===== config.mk =====
export PLATFORM = sky130hd
export DESIGN_NAME = mult_div_ctrl
export DESIGN_NICKNAME = d
export VERILOG_FILES = /design/src/rtl/mult_div_ctrl.sv
export SDC_FILE = /design/constraint.sdc
export NUM_CORES = 1
export LEC_CHECK = 0
export CORE_UTILIZATION = 54
export DETAILED_ROUTE_END_ITERATION = 12
export PLACE_DENSITY = 0.79
export SYNTH_ARGS = -nofsm -noshare
export SYNTH_HDL_FRONTEND = slang
export SYNTH_SLANG_ARGS = --single-unit

===== constraint.sdc =====
create_clock -name clk -period 4.8 [get_ports clk]
set_input_delay 0.96 -clock clk [delete_from_list [all_inputs] [get_ports clk]]
set_output_delay 0.96 -clock clk [all_outputs]
set_load 0.01 [all_outputs]

===== src/rtl/mult_div_ctrl.sv =====
// Sequential signed 32x32 multiplier (radix-2 Booth) and 32/32 divider (restoring on magnitudes).
// Optional cancellation through the abort port is compiled in with `define MULT_DIV_ABORT_EN.
module mult_div_ctrl (
  input  logic        clk,
  input  logic        reset,
  input  logic        start_mult,
  input  logic        start_div,
  input  logic        abort,
  input  logic [31:0] a,
  input  logic [31:0] b,
  output logic        busy,
  output logic        done,
  output logic        div0,
  output logic [31:0] hi,
  output logic [31:0] lo
);

  typedef enum logic [1:0] {IDLE, MULT, DIV, DONE} stateT;

  stateT       state;
  stateT       nextState;
  logic [4:0]  iterCount;
  logic [32:0] accReg;
  logic [31:0] qReg;
  logic [31:0] mReg;
  logic        qm1;
  logic        negQuot;
  logic        negRem;
  logic        div0Reg;

  logic        abortHit;
  logic        acceptMult;
  logic        acceptDiv;
  logic        divByZero;
  logic        lastIter;
  logic [31:0] absA;
  logic [31:0] absB;

  logic [32:0] mExt;
  logic [32:0] boothSum;
  logic [32:0] boothAcc;
  logic [31:0] boothQ;
  logic [32:0] divShift;
  logic [33:0] divDiff;
  logic [32:0] divAcc;
  logic [31:0] divQ;
  logic [31:0] quotOut;
  logic [31:0] remOut;

`ifdef MULT_DIV_ABORT_EN
  assign abortHit = abort;
`else
  logic unusedAbort;
  assign unusedAbort = abort;
  assign abortHit    = 1'b0;
`endif

  // Multiply takes priority when both starts arrive together.
  assign acceptMult = (state == IDLE) && start_mult;
  assign acceptDiv  = (state == IDLE) && !start_mult && start_div;
  assign divByZero  = (b == 32'd0);
  assign lastIter   = (iterCount == 5'd31);
  assign absA       = a[31] ? (32'd0 - a) : a;
  assign absB       = b[31] ? (32'd0 - b) : b;

  // One Booth step and one restoring-division step, computed from the working registers.
  // The 33-bit accumulator keeps -2^31 multiplicands from overflowing.
  always_comb begin
    mExt     = {mReg[31], mReg};
    boothSum = accReg;
    case ({qReg[0], qm1})
      2'b01:   boothSum = accReg + mExt;
      2'b10:   boothSum = accReg - mExt;
      default: boothSum = accReg;
    endcase
    boothAcc = {boothSum[32], boothSum[32:1]};
    boothQ   = {boothSum[0], qReg[31:1]};

    divShift = {accReg[31:0], qReg[31]};
    divDiff  = {1'b0, divShift} - {2'b00, mReg};
    divAcc   = divDiff[33] ? divShift : divDiff[32:0];
    divQ     = {qReg[30:0], ~divDiff[33]};
    quotOut  = negQuot ? (32'd0 - divQ) : divQ;
    remOut   = negRem ? (32'd0 - divAcc[31:0]) : divAcc[31:0];
  end

  // State register.
  always_ff @(posedge clk) begin
    if (reset) begin
      state <= IDLE;
    end else begin
      state <= nextState;
    end
  end

  // Next-state logic; a zero divisor skips straight to DONE to report div0.
  always_comb begin
    nextState = state;
    case (state)
      IDLE: begin
        if (acceptMult) begin
          nextState = MULT;
        end else if (acceptDiv) begin
          nextState = divByZero ? DONE : DIV;
        end
      end
      MULT, DIV: begin
        if (abortHit) begin
          nextState = IDLE;
        end else if (lastIter) begin
          nextState = DONE;
        end
      end
      DONE:    nextState = IDLE;
      default: nextState = IDLE;
    endcase
  end

  // Datapath: operands latched on acceptance, one iteration per cycle, result loaded on the last.
  always_ff @(posedge clk) begin
    if (reset) begin
      iterCount <= 5'd0;
      accReg    <= 33'd0;
      qReg      <= 32'd0;
      mReg      <= 32'd0;
      qm1       <= 1'b0;
      negQuot   <= 1'b0;
      negRem    <= 1'b0;
      div0Reg   <= 1'b0;
      hi        <= 32'd0;
      lo        <= 32'd0;
    end else begin
      case (state)
        IDLE: begin
          if (acceptMult) begin
            iterCount <= 5'd0;
            accReg    <= 33'd0;
            qReg      <= b;
            mReg      <= a;
            qm1       <= 1'b0;
            div0Reg   <= 1'b0;
          end else if (acceptDiv) begin
            iterCount <= 5'd0;
            accReg    <= 33'd0;
            qReg      <= absA;
            mReg      <= absB;
            qm1       <= 1'b0;
            negQuot   <= a[31] ^ b[31];
            negRem    <= a[31];
            div0Reg   <= divByZero;
          end
        end
        MULT: begin
          if (abortHit) begin
            iterCount <= 5'd0;
          end else begin
            iterCount <= iterCount + 5'd1;
            accReg    <= boothAcc;
            qReg      <= boothQ;
            qm1       <= qReg[0];
            if (lastIter) begin
              hi <= boothAcc[31:0];
              lo <= boothQ;
            end
          end
        end
        DIV: begin
          if (abortHit) begin
            iterCount <= 5'd0;
          end else begin
            iterCount <= iterCount + 5'd1;
            accReg    <= divAcc;
            qReg      <= divQ;
            if (lastIter) begin
              hi <= remOut;
              lo <= quotOut;
            end
          end
        end
        default: begin
        end
      endcase
    end
  end

  // Outputs decoded from state.
  always_comb begin
    busy = (state == MULT) || (state == DIV);
    done = (state == DONE);
    div0 = (state == DONE) && div0Reg;
  end

endmodule


==> results of run 1 <==
==> report_power, final <==
group / total (W) / switching (W) / internal [W]
registers: 0.00197 / 0.000346 / 0.00162
clock network: 0.00143 / 0.000720 / 0.000709
logic: 0.00678 / 0.00424 / 0.00254
total: 0.0102 / 0.00531 / 0.00487
==> metal layers <==
metal / vias up / GRT usage, % / wire length, microns / part of all wire, %
li1: 8474 / - / - / -
met5: - / 0 / 13 / 0.021
met2: 1053 / 61.21 / 26930 / 44
met3: 170 / 5.157 / 5521 / 9.1
met1: 8634 / 51.39 / 25390 / 42
met4: 2 / 20.72 / 3097 / 5.1
==> how the worst max path moves through the flow <==
stage,startpoint,endpoint
after floorplan,mReg[10],hi[28]
after global placement,mReg[2],accReg[32]
after detailed placement,mReg[2],hi[30]
after CTS,mReg[2],accReg[32]
after global routing,mReg[2],hi[29]
final,mReg[2],hi[30]
==> layout make-up <==
class | instances | area (sq um)
clock buffers | 18 | 439.2
clock inverters | 14 | 145.1
fillers | 2660 | 10530
inverters | 69 | 259.0
multi-input cells | 1829 | 11970
flip-flops and latches | 172 | 3445
well taps | 390 | 488.0
repair buffers | 256 | 2292
==> flip-flops by register name, summed over array words and instances, names as in the netlist <==
signal     flops
negQuot        1
lo            32
qm1            1
hi            32
mReg          32
accReg        33
negRem         1
qReg          32
div0Reg        1
iterCount      5
state          2
==> worst max-delay path, stage by stage (launching register included) <==
cell	delay (ps)
dfxtp_1	310
or4_4	570
nor4b_2	360
and2_4	240
and3_1	270
buf_4	160
nor2_1	40
xnor2_1	130
ha_1	320
a21o_1	170
a21o_1	170
a21oi_1	130
o21ai_0	100
a21oi_1	320
o21ai_1	200
and4b_1	230
or4_1	510
a22oi_1	160
a31oi_1	110
==> stage by stage <==
stage               hold slack [ps]  util [%]  worst slack [ps]  cell area (sq um)
global placement              443.6     62.17             140.4              18380
finish                        461.5     64.39             159.0              19030
CTS                           464.0     64.17             52.11              18970
detailed placement            453.7     62.17             7.708              18380
global route                  478.8     64.39            -35.27              19030
floorplan                     453.8         -             351.8              16200
==> what timing repair did <==
action                                  in CTS  in global routing
endpoints found under the setup margin       3                 21
resized for setup                            1                 19
setup buffers                                0                  1
pin swaps                                    0                  2
hold endpoints to repair                     0                  0
==> cells in the mapped netlist, types with 9 or more instances <==
master / count
a211o_1: 9
a211oi_1: 71
a21o_1: 41
a21oi_1: 217
a221oi_1: 12
a222oi_1: 11
a22oi_1: 68
a31oi_1: 21
and2_1: 22
and3_1: 22
buf_1: 16
clkbuf_1: 136
dfxtp_1: 172
ha_1: 76
inv_1: 67
mux2_2: 10
mux2i_1: 36
nand2_1: 195
nand2b_1: 19
nand3_1: 28
nand4_1: 21
nor2_1: 254
nor2b_1: 12
nor3_1: 43
nor4_1: 18
o211ai_1: 31
o21a_1: 15
o21ai_0: 134
o21ai_1: 14
o31ai_1: 38
o41ai_1: 11
or3_1: 28
or4_1: 19
xnor2_1: 92
xor2_1: 87
==> logic make-up after synthesis <==
family,Yosys count,share of synthesized area (%)
AO/OA/AOI/OAI,803,33.01
AND/OR/NAND/NOR,721,21.35
buffers and inverters,231,5.507
XOR/XNOR,179,9.679
flip-flops,172,21.26
adder cells (fa/ha/maj),78,6.118
multiplexers,48,3.082
==> impl_metrics.json, run 1 <==
{
  "final_max_slew_viol_count": 0,
  "top_level_ports": 136,
  "maxCapViolCount": 0,
  "clkSlewWorstSetupHoldPaths_ps": 80,
  "cts_sinks": 172,
  "max-vdd-ir-drop_v": 0.0004637,
  "root_buffer": "clkbuf_16",
  "dieHeight_microns": 175.2,
  "synth_area_leaders": "dfxtp_1, a21oi_1, nor2_1",
  "antenna_found_initial": 1,
  "first_global_vias": 16846,
  "fin_crit_ps": 4641,
  "layout_commonest_cell": "nor2_1",
  "hold_path_end": "hi[8]",
  "core_area_sq_um": 29560,
  "hold_class": "flip-flop to flip-flop",
  "insertion_delay_ps": 470,
  "arrival_ps": 4950,
  "worstSetupPathType": "flip-flop to flip-flop",
  "fin_nets": 2492,
  "final_antenna_net_count": 0,
  "synthArstFlopShare_pct": 0,
  "fmax_ghz": 0.2155,
  "yosys_warnings": 0,
  "die_w_microns": 175.2,
  "dieArea_sq_um": 30690,
  "grt_max_degree": 64,
  "p_per_area_nw_per_um2": 534.9,
  "hold_depth": 2,
  "drc_errors": 0,
  "vias_per_cell": 6.671,
  "finalSetupViolations": 0,
  "grt-ovfl-total": 0,
  "crit_path_start_kind": "flip-flop",
  "synth.avg_cell_area_sq_um": 7.257,
  "ys_ff_latch": 172,
  "synth.distinct_cells": 96,
  "hpwlAfterDp_microns": 46310,
  "layout_common_cells": "nor2_1, a21oi_1, nand2_1",
  "dr.pass1.iters": 8,
  "syn_area_sq_um": 16200,
  "status": "complete, no violations",
  "rr_endpoint": "hi[30]",
  "dp.cells": 2715,
  "final_cells": 2748,
  "leakage_nw": 7.233,
  "cts_tree": "done",
  "endpoint_kind": "flip-flop",
  "ctsHoldBuffers": 0,
  "vias": 18333,
  "drive_above_1_share_pct": 9.712,
  "reg2reg_slack_ps": 160,
  "critPathRequiredTime_ps": 5110,
  "wl_per_cell_microns": 22.18,
  "num_antenna_cells": 0,
  "r2r_start": "mReg[2]",
  "grt_pass1_wl_microns": 93440,
  "drt_iter0_markers": 2036,
  "finalClockSkew_ps": 14.75,
  "synth-main-ff-cell": "dfxtp_1",
  "cts-buffers-inserted": 17,
  "io_buffers": 134,
  "ys_seq_area_share_pct": 21.26,
  "setup_tns_ps": 0,
  "initial_core_util_pct": 54.80,
  "gp_congestion": 0.9997,
  "synth_edf_count": 0,
  "finalHoldViolCount": 0,
  "wl_microns": 60950,
  "synth_top_area_share_pct": 21.26,
  "worst_pin_slew_ps": 1231,
  "fin_crit_sh_pct": 96.69,
  "htreeDepth": 4,
  "max-slew-margin-rel_pct": 17.41,
  "power.total_w": 0.01018,
  "crit_fanout": 4,
  "reg2reg_depth": 18,
  "yosysTopAreaCell": "dfxtp_1",
  "num_rows": 63,
  "clk_path_buf_depth": 2,
  "groute.usage.overall_pct": 38.83,
  "min-delay-start": "hi[8]",
  "syn_inst": 2232,
  "syn_to_final_growth_pct": 17.51,
  "syn_nets": 2379
}
(Power assumes the default switching activity.)
==> inputs of run 2 (changes only) <==
--- a/config.mk
+++ b/config.mk
@@ -5,9 +5,10 @@
 export SDC_FILE = /design/constraint.sdc
 export NUM_CORES = 1
 export LEC_CHECK = 0
-export CORE_UTILIZATION = 54
+export CORE_UTILIZATION = 55
+export CTS_BUF_LIST = sky130_fd_sc_hd__clkbuf_8
 export DETAILED_ROUTE_END_ITERATION = 12
-export PLACE_DENSITY = 0.79
+export PLACE_DENSITY = 0.8
 export SYNTH_ARGS = -nofsm -noshare
 export SYNTH_HDL_FRONTEND = slang
 export SYNTH_SLANG_ARGS = --single-unit
==> run 2 against run 1 <==
Compared with the run above:
- non-clock buffer count is 36 higher
- clock power is 24% lower
- maximum frequency is 0.21% higher
- largest cell class unchanged
- utilization is 1.9 points higher
- combinational power is 2% higher
- final area is 0.44% higher
- critical endpoint is now accReg[32]
- final cell count is 1.1% higher
- critical path depth is 1 higher
- sequential power hardly changed
- via count is 0.98% higher
- sequential cell count stayed put
- clock skew is 8.9 ps higher
==> impl_metrics.json, run 2 (synthesis results as in run 1) <==
{
  "insertion_delay_ps": 500,
  "htreeDepth": 4,
  "drt_iter0_markers": 2071,
  "fin_nets": 2528,
  "layout_common_cells": "nor2_1, a21oi_1, nand2_1",
  "status": "complete, no violations",
  "die_w_microns": 173.6,
  "ctsHoldBuffers": 0,
  "dr.pass1.iters": 7,
  "cts-buffers-inserted": 17,
  "wl_microns": 61150,
  "endpoint_kind": "flip-flop",
  "power.total_w": 0.009971,
  "worstSetupPathType": "flip-flop to flip-flop",
  "initial_core_util_pct": 56.13,
  "max-vdd-ir-drop_v": 0.0005463,
  "placed_area_sq_um": 18620,
  "holdWs_ps": 461.6,
  "fin_crit_ps": 4631,
  "p_per_area_nw_per_um2": 521.5,
  "max-slew-margin-rel_pct": 17.98,
  "leakage_nw": 7.335,
  "crit_path_start_kind": "flip-flop",
  "grt_max_degree": 100,
  "cts_tree": "done",
  "postLayoutCellArea_sq_um": 19120,
  "grt-ovfl-total": 0,
  "nFillCells": 2587,
  "drive_above_1_share_pct": 11.28,
  "top_level_ports": 136,
  "crit_fanout": 5,
  "finalClockSkew_ps": 23.64,
  "vias_per_cell": 6.664,
  "dieArea_sq_um": 30140,
  "regArea_sq_um": 3445,
  "regMostFlops": "accReg",
  "final_antenna_net_count": 0,
  "io_buffers": 134,
  "multi_input_area_sq_um": 11980,
  "largest_reg_flops": 33,
  "maxCapViolCount": 0,
  "gp_congestion": 1.020,
  "antenna_found_initial": 0,
  "syn_to_final_growth_pct": 18.03,
  "clkSlewWorstSetupHoldPaths_ps": 110,
  "fmax_ghz": 0.2159,
  "first_global_vias": 17062,
  "core_area_sq_um": 28860,
  "worst_pin_slew_ps": 1226,
  "hpwlAfterDp_microns": 47170,
  "finalSetupViolations": 0,
  "post_cts_buffers": 0,
  "grt_pass1_wl_microns": 94860,
  "num_antenna_cells": 0,
  "cts_sinks": 172,
  "setup_slack_ps": 168.7,
  "num_rows": 62,
  "layout_commonest_cell": "nor2_1",
  "place_ws_ps": -33.43,
  "vias": 18512,
  "wl_per_cell_microns": 22.01,
  "arrival_ps": 5000,
  "dieHeight_microns": 173.6,
  "hold_class": "flip-flop to flip-flop",
  "root_buffer": "clkbuf_8",
  "fin_util_pct": 66.25,
  "drc_errors": 0,
  "clk_path_buf_depth": 2,
  "fin_crit_sh_pct": 96.48,
  "groute.usage.overall_pct": 39.69,
  "finalHoldViolCount": 0,
  "critPathRequiredTime_ps": 5170,
  "final_max_slew_viol_count": 0
}
[run 2: per-stage QoR]
step	setup TNS, ps	instances
final	0	2778
after global routing	-57.14	2778
after CTS	0	2778
after detailed placement	-33.43	2746
after global placement	0	2746
after floorplan	0	2232
[run 2: worst paths after layout]
| kind | slack [ps] | start | endpoint | cells after the start |
|---|---|---|---|---|
| min reg2reg | 460 | hi[8] | hi[8] | 2 |
| min | 460 | hi[8] | hi[8] | 2 |
| max | 170 | mReg[2] | accReg[32] | 19 |
| max reg2reg | 170 | mReg[2] | accReg[32] | 19 |
[run 2: routing by layer]
metal | vias up | track usage (%) | part of all wire (%)
met1 | 8762 | 52.33 | 41
met3 | 185 | 5.811 | 9.2
met5 | - | 0 | 0
li1 | 8541 | - | -
met2 | 1024 | 63.74 | 45
met4 | 0 | 18.68 | 4.8
[run 2: timing repair]
| action | 4_1_cts | 5_1_grt |
|---|---|---|
| pin swaps | 0 | 4 |
| setup endpoints to repair | 2 | 26 |
| resized for setup | 2 | 20 |
[run 2: area by class of cell]
type / count / area share, %
Multi-Input combinational cell: 1829 / 62.68
Sequential cell: 172 / 18.02
Timing Repair Buffer: 292 / 13.27
Tap cell: 384 / 2.513
Inverter: 69 / 1.355
Clock buffer: 17 / 1.224
Clock inverter: 15 / 0.9359
[run 2: critical path: stages, from the launching register on]
cell and delay, ps:
dfxtp_1 330, or4_1 560, buf_4 160, nor4_2 170, and3_4 250, buf_4 140, a31oi_1 90, xnor2_1 300
ha_1 350, a21o_1 180, a21o_1 170, a21oi_1 170, o21ai_0 170, a21oi_2 280, nand2_1 140, o221ai_4 230
o21ai_0 150, xor2_1 220, mux2i_1 310, nand4_1 130
[run 2: power breakdown]
part	switching, W	internal [W]	total [W]	leakage (nW)
registers	0.000330	0.00162	0.00195	1.40
logic	0.00429	0.00264	0.00692	5.73
clock network	0.000696	0.000399	0.00109	0.200
